[src/rtl/dist_bit_packer.sv]
// Distance-code bit packer: appends variable-length codes MSB-first and emits 32-bit words,
// with flush drain. Optional statistics counters are built when BIT_PACKER_STATS_EN is defined.
module dist_bit_packer (
  input  logic        clk,
  input  logic        rst_n,
  input  logic [17:0] code_in,
  input  logic [4:0]  code_len_in,
  input  logic        code_valid_in,
  output logic        code_ready_out,
  input  logic        flush_in,
  output logic [31:0] word_out,
  output logic        word_valid_out,
  input  logic        word_ready_in,
  output logic        flush_done_out,
  output logic [31:0] stat_bits_out,
  output logic [31:0] stat_codes_out,
  output logic [1:0]  state_dbg,
  output logic [6:0]  cnt_dbg
);

  // Handshakes: a transfer happens on a rising clk edge where valid and ready are both 1;
  // ready/valid are decoded from registers only and never depend on the partner's signal.
  typedef enum logic [1:0] {RUN = 2'd0, FLUSH = 2'd1, DONE = 2'd2} state_t;

  state_t      state, state_n;
  logic [63:0] acc, acc_n, acc_s, app;
  logic [6:0]  cnt, cnt_n, cnt_s, shamt;
  logic [4:0]  eff_len;
  logic [17:0] code_mask, code_bits;
  logic        accept, emit;

  always_comb begin
    eff_len        = (code_len_in > 5'd18) ? 5'd18 : code_len_in;
    code_mask      = ~(18'h3ffff << eff_len);
    code_bits      = code_in & code_mask;
    code_ready_out = rst_n && (state == RUN) && (cnt <= 7'd45);
    word_valid_out = rst_n && ((cnt >= 7'd32) || ((state == FLUSH) && (cnt != 7'd0)));
    flush_done_out = rst_n && (state == DONE);
    word_out       = acc[63:32];
    accept         = code_valid_in && code_ready_out;
    emit           = word_valid_out && word_ready_in;

    // Emit shifts first so a same-cycle append lands behind the surviving bits.
    acc_s = emit ? {acc[31:0], 32'd0} : acc;
    cnt_s = emit ? ((cnt >= 7'd32) ? (cnt - 7'd32) : 7'd0) : cnt;

    // A shift of 64 (empty code into empty acc) yields zero, which is harmless.
    shamt = 7'd64 - cnt_s - {2'b00, eff_len};
    app   = {46'd0, code_bits} << shamt;
    acc_n = accept ? (acc_s | app) : acc_s;
    cnt_n = accept ? (cnt_s + {2'b00, eff_len}) : cnt_s;

    state_n = state;
    case (state)
      RUN:     if (flush_in) state_n = FLUSH;
      FLUSH:   if (cnt == 7'd0) state_n = DONE;
      DONE:    state_n = RUN;
      default: state_n = RUN;
    endcase
  end

  always_ff @(posedge clk) begin
    if (!rst_n) begin
      acc   <= 64'd0;
      cnt   <= 7'd0;
      state <= RUN;
    end else begin
      acc   <= acc_n;
      cnt   <= cnt_n;
      state <= state_n;
    end
  end

  assign state_dbg = state;
  assign cnt_dbg   = cnt;

`ifdef BIT_PACKER_STATS_EN
  logic [31:0] stat_bits_q, stat_codes_q;

  always_ff @(posedge clk) begin
    if (!rst_n) begin
      stat_bits_q  <= 32'd0;
      stat_codes_q <= 32'd0;
    end else if (accept) begin
      stat_bits_q  <= stat_bits_q + {27'd0, eff_len};
      stat_codes_q <= stat_codes_q + 32'd1;
    end
  end

  assign stat_bits_out  = stat_bits_q;
  assign stat_codes_out = stat_codes_q;
`else
  assign stat_bits_out  = 32'd0;
  assign stat_codes_out = 32'd0;
`endif

endmodule

[config.mk]
export PLATFORM = sky130hd
export DESIGN_NAME = dist_bit_packer
export DESIGN_NICKNAME = d
export VERILOG_FILES = /design/src/rtl/dist_bit_packer.sv
export SDC_FILE = /design/constraint.sdc
export NUM_CORES = 1
export LEC_CHECK = 0
export BUFFER_PORTS_ARGS = -buffer_cell sky130_fd_sc_hd__buf_2
export CAP_MARGIN = 20
export CORE_AREA = 3 3 111 113
export CTS_CLUSTER_SIZE = 20
export DETAILED_ROUTE_END_ITERATION = 7
export DIE_AREA = 0 0 114 116
export PLACE_DENSITY = 0.79
export SETUP_SLACK_MARGIN = 0.3
export SYNTH_ARGS = -nofsm -noshare
export SYNTH_HDL_FRONTEND = slang
export SYNTH_SLANG_ARGS = --single-unit
[constraint.sdc]
create_clock -name clk -period 4.7 [get_ports clk]
set_input_delay 0.235 -clock clk [delete_from_list [all_inputs] [get_ports clk]]
set_output_delay 0.235 -clock clk [all_outputs]
set_load 0.02 [all_outputs]
==> impl_results.md <==
- Status: complete, no violations
- DR vias/cell: 6.03
- DR pass1 iterations: 6
- Slack of the critical path: 543 ps
- Top cells by area, synth: dfxtp_1, buf_4, mux2i_1
- Finished Cell Area: 0.00651 mm2
- Average wire per standard cell: 17.0 um
- Die ar.: 0.0132 mm2
- Drt drc: 0
- # IOs: 136
- Ant. Diodes: 0
- Crit-path max FO: 12
- CTS tree: built
- Worst IR drop on VDD: 329 uV
- CP max-delay cell: a221oi_1
- Worst Path Arrival: 4360 ps
- Total CTS buffers: 9
- Fin. Hold Viols: 0
- Yosys Warn Count: 0
- Setup crit end kind: register
- Post-synth EDFFs: 0
- Yosys top cell area share: 23.5%
- Delay of the slowest critical-path stage: 590 ps
- Flops & latches, synth: 73
- Clock tree buffer depth: 2
- PD cells: 409 mW/mm2
- Die H: 116 um
- Clock period minus worst slack: 4160 ps
- Sum Neg Setup Slack: 0 ps
- Placed instance area: 0.00619 mm2
- Initial antenna violation count: 0
- Skew-Pair Late Insertion Delay: 340 ps
- Startpoint types: register
- Yosys cell types: 95
- Max_slew headroom: 51.2%
- Max Fclk: 241 MHz
- Root buf cell: clkbuf_16
- Cell with the most instances after synthesis: buf_4
- Aggregate global routing overflow: 0
- Share of cells above drive strength 1: 23.3%
- Pins Over Slew Limit: 0
- Syn Inst Count: 757
- Worst path required time: 4900 ps
- Total wire length: 15.7 mm
- Period utilization: 88.5%
- Max_cap viols: 0
- Setup violators final: 0
- CP Cell Sequence: or2b_4 > or2_2 > nand2_1 > inv_1 > ha_1 > inv_1 > ha_1 > buf_4 > nand2b_1 > o22ai_1 > a221oi_1 > mux2i_1 > mux2i_1 > mux2_2 > a2bb2oi_1 > nor2_1
- Total GRT Usage: 23.3%
- Largest net degree at the start of global routing: 56
- Clock transition at path regs: 60 ps
- Crit path kind: reg -> reg
- Initial drt markers: 494
- Starting Density: 54.5%
- Fin Hold WS: 176 ps
- Synth top cells by count: buf_4, nand2_1, dfxtp_1, nor2_1, mux2i_1
- Final nets: 819
- Via Count: 5568
- CTS hold repair buffers: 0
- Post-DP HPWL: 11.7 mm
- RSZ-0062 raised after global routing: false
- H-tree Lvls: 3
- # rows: 39
- Clk_skew: 7.66 ps
- Hold Path Class: in -> reg
- Avg Synthesized Cell Area: 8.23 um2
- Die width: 114 um
- Met2 routed WL: 7.19 mm
- Routed Antenna Nets: 0
- Main flop type after synthesis: dfxtp_1
- Leak: 2.85 nW
- Slew @ Worst Pin: 731 ps
- Clock Sinks: 73
- Synthesized area: 0.00623 mm2
- # port buffers: 71
- Max Used Layer: met4
- Core area: 0.0114 mm2
- Pre-CTS setup slack: 484 ps
- WL met3: 1.27 mm
- First-pass GRT wire length: 25.3 mm
- Register area share after synthesis: 23.5%
- DRT met1 WL: 6.94 mm
- Area grow syn2layout: 4.56%
- Dominant cell type by area after synthesis: dfxtp_1
- Vias in the first global route: 4981
- Routability congestion estimate from global placement: 0.942
- Post-synth ARST share: 0%
stage by stage:
step / instances / utilization (%) / total power [mW]
6_report: 924 / 57.0 / 2.66
5_1_grt: 924 / 57.0 / 2.78
4_1_cts: 923 / 56.8 / 2.63
3_5_place_dp: 908 / 54.2 / 1.93
3_3_place_gp: 908 / 54.2 / 1.92
2_1_floorplan: 820 / - / 1.72
metal layers:
layer | GRT usage [%] | vias up
met5 | 0 | -
met4 | 6.25 | 0
met3 | 3.86 | 26
met2 | 36.7 | 285
met1 | 33.0 | 2619
li1 | - | 2638
path summary, 6_finish.rpt:
| path | end | cells after the start | start | slack [ps] |
|---|---|---|---|---|
| worst max register to register | acc[28]$_SDFF_PN0_ | 16 | cnt_dbg[5]$_SDFF_PN0_ | 540 |
| worst max-delay path | acc[28]$_SDFF_PN0_ | 16 | cnt_dbg[5]$_SDFF_PN0_ | 540 |
| worst min register to register | acc[7]$_SDFF_PN0_ | 2 | acc[7]$_SDFF_PN0_ | 460 |
| worst min-delay path | state_dbg[0]$_SDFFE_PN0P_ | 3 | flush_in | 180 |
state kept, by name (all words and copies together) (netlist names):
signal,count
acc,64
cnt_dbg,7
state_dbg,2
critical path, delay by kind of cell (launching register included):
family / cells / cell delay (ps)
AO/OA/AOI/OAI: 3 / 870
flip-flops: 1 / 370
adder cells (fa/ha/maj): 2 / 700
buffers and inverters: 3 / 350
AND/OR/NAND/NOR: 5 / 940
multiplexers: 3 / 790
area by class of cell:
class,count,area [um2]
Fill cell,1034,4910
Multi-Input combinational cell,581,3980
Sequential cell,73,1460
Timing Repair Buffer,91,505
Clock buffer,11,253
Tap cell,143,179
Inverter,21,81.3
Clock inverter,4,52.6
power breakdown:
group | switching [mW] | internal (mW)
combinational | 0.815 | 0.453
clock | 0.260 | 0.437
sequential | 0.0300 | 0.666
what timing repair did:
| item | 4_1_cts | 5_1_grt |
|---|---|---|
| buffers inserted | 0 | 1 |
| setup endpoints to repair | 0 | 11 |
| resized for setup | 0 | 4 |
cell families after synthesis:
logic type | Yosys count | synth area share [%]
buf+inv | 166 | 16.8
xor+xnor | 10 | 1.53
mux | 54 | 9.10
flops | 73 | 23.5
simple gates | 235 | 19.5
compound gates | 203 | 26.3
fa+ha+maj | 15 | 3.21
other cells | 1 | 0.0602
layout by cell type (no fill, tap or decap), types with 5 or more instances in the layout:
master	netlist	layout
nand2_1	75	75
dfxtp_1	73	73
buf_2	17	71
conb_1	1	64
nor2_1	63	63
mux2i_1	42	41
buf_4	96	20
inv_1	19	19
o2bb2ai_1	16	16
a21oi_1	16	16
o22ai_1	16	16
a31oi_1	13	13
a22o_1	13	13
o21ai_0	13	12
ha_1	12	12
mux2_2	11	11
nor2_2	11	11
o21ai_2	11	11
nor2b_1	10	10
and2_1	10	10
a2bb2oi_1	9	9
a22oi_2	9	9
clkbuf_16	0	9
nor3_1	8	8
a211oi_1	8	8
o22a_1	8	8
nand3_1	8	7
xnor2_1	6	6
nand4_1	6	6
or3_1	5	5
o211ai_1	5	5
o31ai_1	5	5
(Power assumes the default switching activity.)
